## src/rtl/ram_fifo.sv

```systemverilog
`default_nettype none
// ============================================================================
//  Module   : ram_fifo
//  Purpose  : Parametrised synchronous FIFO on an inferred simple dual-port
//             RAM. Pointer-managed ordering, occupancy count, full/empty and
//             programmable almost flags, sticky overflow/underflow errors.
//  Ports    : clk          - single clock, all state on rising edge
//             reset        - asynchronous, active-high
//             wr_en        - write request
//             wr_data      - write word
//             rd_en        - read request
//             rd_data      - registered read word (1 clk latency)
//             rd_valid     - rd_data updated this cycle (1-cycle pulse)
//             count        - occupancy 0..DEPTH
//             full/empty   - count == DEPTH / count == 0
//             almost_full  - count >= AF_LEVEL
//             almost_empty - count <= AE_LEVEL
//             overflow     - sticky: write attempted while full
//             underflow    - sticky: read attempted while empty
//             clr_err      - synchronous clear of overflow/underflow
//  Revision : 1.0 - initial release
// ============================================================================
module ram_fifo #(
  parameter int DATA_WIDTH = 4,
  parameter int ADDR_WIDTH = 5,
  parameter int AF_LEVEL   = 2**ADDR_WIDTH - 4,
  parameter int AE_LEVEL   = 4
) (
  input  logic                  clk,
  input  logic                  reset,
  input  logic                  wr_en,
  input  logic [DATA_WIDTH-1:0] wr_data,
  input  logic                  rd_en,
  output logic [DATA_WIDTH-1:0] rd_data,
  output logic                  rd_valid,
  output logic [ADDR_WIDTH:0]   count,
  output logic                  full,
  output logic                  empty,
  output logic                  almost_full,
  output logic                  almost_empty,
  output logic                  overflow,
  output logic                  underflow,
  input  logic                  clr_err
);

  localparam int                c_DEPTH_INT = 2**ADDR_WIDTH;
  localparam logic [ADDR_WIDTH:0]   c_DEPTH   = {1'b1, {ADDR_WIDTH{1'b0}}};
  localparam logic [ADDR_WIDTH:0]   c_AF      = AF_LEVEL[ADDR_WIDTH:0];
  localparam logic [ADDR_WIDTH:0]   c_AE      = AE_LEVEL[ADDR_WIDTH:0];
  localparam logic [ADDR_WIDTH:0]   c_CNT_ONE = {{ADDR_WIDTH{1'b0}}, 1'b1};
  localparam logic [ADDR_WIDTH-1:0] c_PTR_ONE = {{(ADDR_WIDTH-1){1'b0}}, 1'b1};

  // Storage is deliberately not reset so it maps onto block RAM.
  logic [DATA_WIDTH-1:0] r_mem [c_DEPTH_INT];

  logic [ADDR_WIDTH-1:0] r_wr_ptr;
  logic [ADDR_WIDTH-1:0] r_rd_ptr;
  logic [ADDR_WIDTH:0]   r_count;
  logic [DATA_WIDTH-1:0] r_rd_data;
  logic                  r_rd_valid;
  logic                  r_overflow;
  logic                  r_underflow;

  logic w_full;
  logic w_empty;
  logic w_wr_acc;
  logic w_rd_acc;

  // Flags derive only from the registered count, so accept decisions use
  // pre-edge state and a full/empty FIFO can never alias rd_ptr == wr_ptr.
  assign w_full   = (r_count == c_DEPTH);
  assign w_empty  = (r_count == '0);
  assign w_wr_acc = wr_en && !w_full;
  assign w_rd_acc = rd_en && !w_empty;

  always_ff @(posedge clk) begin
    if (w_wr_acc) begin
      r_mem[r_wr_ptr] <= wr_data;
    end
  end

  always_ff @(posedge clk or posedge reset) begin
    if (reset) begin
      r_wr_ptr    <= '0;
      r_rd_ptr    <= '0;
      r_count     <= '0;
      r_rd_data   <= '0;
      r_rd_valid  <= 1'b0;
      r_overflow  <= 1'b0;
      r_underflow <= 1'b0;
    end else begin
      r_rd_valid <= w_rd_acc;

      if (w_wr_acc) begin
        r_wr_ptr <= r_wr_ptr + c_PTR_ONE;
      end

      if (w_rd_acc) begin
        r_rd_data <= r_mem[r_rd_ptr];
        r_rd_ptr  <= r_rd_ptr + c_PTR_ONE;
      end

      case ({w_wr_acc, w_rd_acc})
        2'b10:   r_count <= r_count + c_CNT_ONE;
        2'b01:   r_count <= r_count - c_CNT_ONE;
        default: r_count <= r_count;
      endcase

      // A new error event takes priority over a coincident clear.
      r_overflow  <= (wr_en && w_full)  || (r_overflow  && !clr_err);
      r_underflow <= (rd_en && w_empty) || (r_underflow && !clr_err);
    end
  end

  assign rd_data      = r_rd_data;
  assign rd_valid     = r_rd_valid;
  assign count        = r_count;
  assign full         = w_full;
  assign empty        = w_empty;
  assign almost_full  = (r_count >= c_AF);
  assign almost_empty = (r_count <= c_AE);
  assign overflow     = r_overflow;
  assign underflow    = r_underflow;

endmodule
`default_nettype wire

```

## config.mk

```make
export PLATFORM = sky130hd
export DESIGN_NAME = ram_fifo
export DESIGN_NICKNAME = d
export VERILOG_FILES = /design/src/rtl/ram_fifo.sv
export SDC_FILE = /design/constraint.sdc
export NUM_CORES = 1
export LEC_CHECK = 0
export CAP_MARGIN = 10
export CORE_MARGIN = 2
export CORE_UTILIZATION = 54
export DETAILED_ROUTE_END_ITERATION = 8
export GPL_TIMING_DRIVEN = 1
export PLACE_DENSITY = 0.79
export SLEW_MARGIN = 30
export SYNTH_ARGS = -nofsm -noshare
export SYNTH_HDL_FRONTEND = slang
export SYNTH_SLANG_ARGS = --single-unit
```

## constraint.sdc

```tcl
create_clock -name clk -period 3 [get_ports clk]
set_input_delay 0.6 -clock clk [delete_from_list [all_inputs] [get_ports clk]]
set_output_delay 0.6 -clock clk [all_outputs]
set_load 0.03 [all_outputs]
```

==> results of run 1 <==
==> report_power, final <==
group	internal, W	total [W]	leakage (nW)	switching (W)
clock network	0.00138	0.00219	0.291	0.000808
registers	0.00254	0.00292	1.43	0.000386
logic	0.00105	0.00221	0.852	0.00117
total	0.00497	0.00733	2.57	0.00236
==> metal layers <==
metal / share of wire [%] / vias up / track usage [%]
met5: 0 / - / 0
met2: 51 / 158 / 35.6
met1: 39 / 1787 / 27.8
li1: - / 1595 / -
met4: 2.0 / 0 / 11.0
met3: 8.1 / 24 / 4.28
==> worst paths after layout <==
kind	to	cells after the start
max	full	3
min	overflow	2
max reg2reg	count[5]	11
min reg2reg	overflow	2
max in group asynchronous	r_wr_ptr[3]	3
min in group asynchronous	rd_data[0]	3
==> cell usage after synthesis, types with 3 or more instances <==
library cell	count
a211oi_1	3
a21oi_1	3
a221o_1	3
a22oi_1	4
a31oi_1	3
and2_1	4
and3b_1	4
buf_1	3
buf_2	12
buf_6	3
clkbuf_1	3
dfrtp_1	23
edfxtp_1	128
ha_1	8
inv_1	9
mux2_2	7
mux2i_1	18
mux4_2	22
nand2_1	11
nand2b_1	5
nand3_1	7
nand3b_1	4
nor2_1	48
nor2b_1	3
o21ai_0	4
o221ai_1	6
xnor2_1	9
xor2_1	7
==> flip-flops by register name, summed over array words and instances, names as in the netlist <==
name       count
overflow       1
rd_data        4
count          6
r_mem        128
r_rd_ptr       5
underflow      1
r_wr_ptr       5
rd_valid       1
==> cell families after synthesis <==
kind of cell             count (synthesis)  share of synthesized area, %
adder cells (fa/ha/maj)                  8                          1.57
XOR/XNOR                                16                          2.20
flip-flops                             151                          69.2
buffers and inverters                   31                          2.47
AND/OR/NAND/NOR                         99                          7.64
AO/OA/AOI/OAI                           39                          4.72
multiplexers                            49                          12.2
==> per-stage QoR <==
step | instances | hold slack (ns)
floorplan | 393 | 0.531
global placement | 554 | 0.518
detailed placement | 554 | 0.529
CTS | 586 | 0.543
global route | 586 | 0.570
finish | 586 | 0.537
==> final cells by class <==
| class | count | share of cell area, % |
|---|---|---|
| sequential | 151 | 59.5 |
| tap | 143 | 2.41 |
| inverter | 9 | 0.454 |
| clock buffer | 18 | 5.77 |
| clock inverter | 14 | 2.46 |
| timing repair buffer | 40 | 5.05 |
| multi-input combinational | 211 | 24.4 |
==> placed cells by master, fill, tap and decap left out, types with 3 or more instances in the layout <==
| master | Yosys | routed |
|---|---|---|
| clkinvlp_4 | 0 | 3 |
| a211oi_1 | 3 | 3 |
| clkdlybuf4s50_1 | 0 | 25 |
| a21oi_1 | 3 | 3 |
| edfxtp_1 | 128 | 128 |
| and2_1 | 4 | 4 |
| nor2_1 | 48 | 48 |
| inv_1 | 9 | 9 |
| nand3b_1 | 4 | 4 |
| xnor2_1 | 9 | 9 |
| dfrtp_1 | 23 | 23 |
| bufinv_16 | 0 | 4 |
| ha_1 | 8 | 8 |
| nor2b_1 | 3 | 3 |
| a22oi_1 | 4 | 4 |
| a31oi_1 | 3 | 3 |
| nand2b_1 | 5 | 5 |
| and3b_1 | 4 | 3 |
| mux2_2 | 7 | 7 |
| mux4_2 | 22 | 22 |
| nand2_1 | 11 | 11 |
| a221o_1 | 3 | 3 |
| clkinv_2 | 0 | 3 |
| xor2_1 | 7 | 7 |
| nand3_1 | 7 | 7 |
| mux2i_1 | 18 | 18 |
| o221ai_1 | 6 | 6 |
| clkbuf_16 | 0 | 17 |
| buf_4 | 1 | 14 |
| o21ai_0 | 4 | 4 |
==> worst max-delay path, cell delays in order (launching register included) <==
cell,delay [ns]
dfrtp_1,0.50
nor4_2,0.32
and3b_2,0.25
clkdlybuf4s50_1,0.67
==> impl_metrics.ini, run 1 <==
[synthesis]
syn_nets = 410
synth_seq_cells = 151
async_reset_ff_share_pct = 15.2
yosys_warnings = 0
synth.distinct_cells = 49
synth_cells = 393
synthTopCellsByArea = edfxtp_1 60%, dfrtp_1 9.0%, mux4_2 7.8%, mux2i_1 2.8%, nor2_1 2.8%
avgSynthCellArea_um2 = 16.2
syn-cell-area_um2 = 6380
yosysSeqAreaShare_pct = 69.2
synth_top_cell_by_area = edfxtp_1
synth_edf_count = 128
synth_flop_cell = edfxtp_1
synth_top_area_share_pct = 60.2

[detailed_routing]
drtAntennaViolNets = 0
drcViolationCount = 0
drt_iter0_markers = 296
wl_per_cell_um = 22.2
vias = 3564
totalWireLength_um = 13000
first_pass_iters = 4
via_per_inst = 6.08

[clocking]
clkTransAtPathRegs_ns = 0.06
cts_resized = 0
clk_path_buf_depth = 2
cts_tree = yes
numCtsBuffers = 17
cts_sinks = 151
cts_setup_buffers = 0
cts_root_buf = clkbuf_16
cts_hold_buffers = 0
htree_levels = 4
clkLatencyLatePin_ns = 0.42

[placement]
io_buffers = 25
place_congestion = 0.862
hpwl_um = 7890
postPlaceCellArea_um2 = 6820
post-place-ws_ns = 0.208

[cells_and_area]
diodes = 0
regArea_um2 = 4420
postLayoutCoreUtil_pct = 64.8
final_nets = 447
syn_to_final_growth_pct = 16.4
multiInputGateArea_um2 = 1810
fill_cells = 762
drive_gt1_share_pct = 18.1
fin_area_um2 = 7430

[floorplan]
die_w_um = 113
die_h_um = 113
ios = 26
start_util_pct = 55.7
core_um2 = 11500
fp-row-count = 39
die-area_um2 = 12700

[worst_setup_path]
crit_fanout = 10
crit_type = flop to output pin
startpoint = count[2]
critPathCaptureType = output pin
cp_data_required_time_ns = 2.40
rrSetupSlack_ns = 0.32
start_kind = flop
crit_arrival_ns = 2.16
reg2reg_from = count[2]

[sta]
period_needed_ns = 2.76
drv_slew = 0
max-slew-margin-rel_pct = 40.5
skew_ns = 0.00802
rsz0062_at_grt = false
max_freq_ghz = 0.362
hold_viol_final = 0
setup_viol = 0
worstMarginPinSlew_ns = 0.893
fin_ws_ns = 0.239
fin_crit_sh_pct = 92.0
tns_ns = 0

[global_routing]
grt_pass1_wl_um = 20300
grtUsageTotal_pct = 21.7
grt_max_degree = 35
first_global_vias = 3784
antenna_found_initial = 0
overflow = 0

[pwr]
p_leak_nw = 2.57
power_density_nw_per_um2 = 985
peakVddDrop_mv = 0.851
power_w = 0.00733

[worst_hold_path]
hp-start = overflow
hold_path.class = flop to flop

[status]
status = complete, no violations

[job]
cap_violations = 0
(Power assumes the default switching activity.)
==> run 2: changes to the inputs <==
Settings changed: CELL_PAD_IN_SITES_DETAIL_PLACEMENT set to 0, CELL_PAD_IN_SITES_GLOBAL_PLACEMENT set to 1, CORE_UTILIZATION 54 to 47, PLACE_DENSITY 0.79 to 0.8.
==> run 2 against run 1 <==
Effect of this change:
- cell area shrank 0.19%
- sequential power shrank 2%
- core utilization shrank 8.8 points
- global-route usage shrank 3.5 points
- via count shrank 3.9%
- clock skew is essentially flat
- sequential share of layout area grew 0.11 points
- worst hold slack lost 0.047 ns
- cell count grew 5.1%
- critical path depth is the same
- first-iteration DRC count grew 45%
- largest cell class unchanged
- highest routed layer unchanged
==> impl_metrics.ini, run 2 (synthesis gave the netlist of run 1 again) <==
[placement]
io_buffers = 25
hpwl_um = 7830
place_congestion = 0.765
post-place-ws_ns = 0.307

[pwr]
pwr-share-clk_pct = 28.3
p_leak_nw = 2.54
power_density_nw_per_um2 = 962
power.internal_w = 0.00474
comb_power_share_pct = 31.5
p_seq_share_pct = 40.2
p_switching_w = 0.00240
switching_share_pct = 33.7
peakVddDrop_mv = 0.449

[cells_and_area]
final_nets = 444
syn_to_final_growth_pct = 16.2
drive_gt1_share_pct = 17.7
diodes = 0
largest_reg_flops = 128
fill_cells = 1035
largest-register = r_mem
final_common_cell = edfxtp_1
most-common-layout-cells = 128 x edfxtp_1, 48 x nor2_1, 25 x clkdlybuf4s50_1, 23 x dfrtp_1, 22 x mux4_2
top_regs = r_mem (128), count (6)

[sta]
setup_viol = 0
max-slew-margin-rel_pct = 38.9
drv_slew = 0
fin_crit_sh_pct = 95.0
max_freq_ghz = 0.351
skew_ns = 0.00811
tns_ns = 0
worstMarginPinSlew_ns = 0.917
hold_viol_final = 0
rsz0062_at_grt = false
period_needed_ns = 2.85
fin_ws_ns = 0.149

[worst_setup_path]
start_kind = flop
cp_data_required_time_ns = 2.40
crit_arrival_ns = 2.25
crit_fanout = 10
critPathCaptureType = output pin
rrSetupSlack_ns = 0.37
crit_type = flop to output pin

[global_routing]
grt_max_degree = 39
grt_pass1_wl_um = 19400
first_global_vias = 3513
gr-usage-met2_pct = 28.2
antenna_found_initial = 0
overflow = 0
met3_usage_pct = 5.09
grt_busiest_layer = met2
grtUsageTotal_pct = 18.2
gr-usage-met1_pct = 24.9

[clocking]
clkTransAtPathRegs_ns = 0.06
cts_sinks = 151
cts_resized = 0
clkLatencyLatePin_ns = 0.41
cts_tree = yes
numCtsBuffers = 17
cts_root_buf = clkbuf_16
cts_setup_buffers = 0
clk_path_buf_depth = 2
cts_hold_buffers = 0
htree_levels = 4

[floorplan]
die_h_um = 121
core_um2 = 13200
ios = 26
fp-row-count = 42
die-area_um2 = 14500
start_util_pct = 48.2
die_w_um = 121

[detailed_routing]
drt_iter0_markers = 429
via_per_inst = 5.56
vias = 3426
first_pass_iters = 5
drtAntennaViolNets = 0
totalWireLength_um = 12200
drcViolationCount = 0
wl_per_cell_um = 19.8

[job]
cap_violations = 0

[status]
status = complete, no violations

[worst_hold_path]
hold_path.class = flop to flop
run 2: cell types whose count changed in the layout (fill, tap and decap cells not counted), moves of 2 or more:
cell / change
bufinv_16: -3
clkinv_2: -2
inv_6: +6
inv_8: +2
buf_4: -4
run 2: worst paths after layout:
| check | start | end | cells past startpoint |
|---|---|---|---|
| setup / recovery | count[1] | full | 3 |
| min in group asynchronous | reset | overflow | 3 |
| hold / removal | rd_data[3] | rd_data[3] | 1 |
| setup reg to reg | count[1] | count[4] | 11 |
| max in group asynchronous | reset | rd_data[1] | 3 |
| hold reg to reg | rd_data[3] | rd_data[3] | 1 |
run 2: final cells by class:
class                      instances  area (µm²)  area share (%)
sequential                       151        4420            59.6
multi-input combinational        211        1810            24.5
clock buffer                      17         425            5.73
timing repair buffer              37         365            4.92
tap                              176         220            2.97
clock inverter                    15         141            1.91
inverter                           9        33.8           0.455
run 2: metrics by stage:
| step | hold slack (ns) | instance area [µm²] | instances | power, W | util, % |
|---|---|---|---|---|---|
| floorplan | 0.531 | 6390 | 393 | 0.00447 | - |
| global placement | 0.475 | 6850 | 584 | 0.00512 | 51.7 |
| detailed placement | 0.487 | 6850 | 584 | 0.00517 | 51.7 |
| CTS | 0.501 | 7420 | 616 | 0.00718 | 56.0 |
| global route | 0.525 | 7420 | 616 | 0.00750 | 56.0 |
| finish | 0.490 | 7420 | 616 | 0.00714 | 56.0 |
run 2: power groups by stage:
stage	Combinational, W	Clock [W]	Sequential [W]
6_report	0.00225	0.00202	0.00287
5_1_grt	0.00245	0.00213	0.00291
4_1_cts	0.00227	0.00204	0.00287
3_5_place_dp	0.00226	0	0.00291
3_3_place_gp	0.00222	0	0.00289
2_1_floorplan	0.00163	0	0.00284
run 2: critical path, cell delays in order (launching register included):
cell and delay (ns):
dfrtp_1 0.50, nor4_2 0.38, and3b_2 0.28, clkdlybuf4s50_1 0.67
run 2: per-layer routing:
metal	up-vias	part of all wire, %
li1	1587	-
met1	1723	46
met2	98	48
met3	18	5.3
met4	0	1.4
met5	-	0
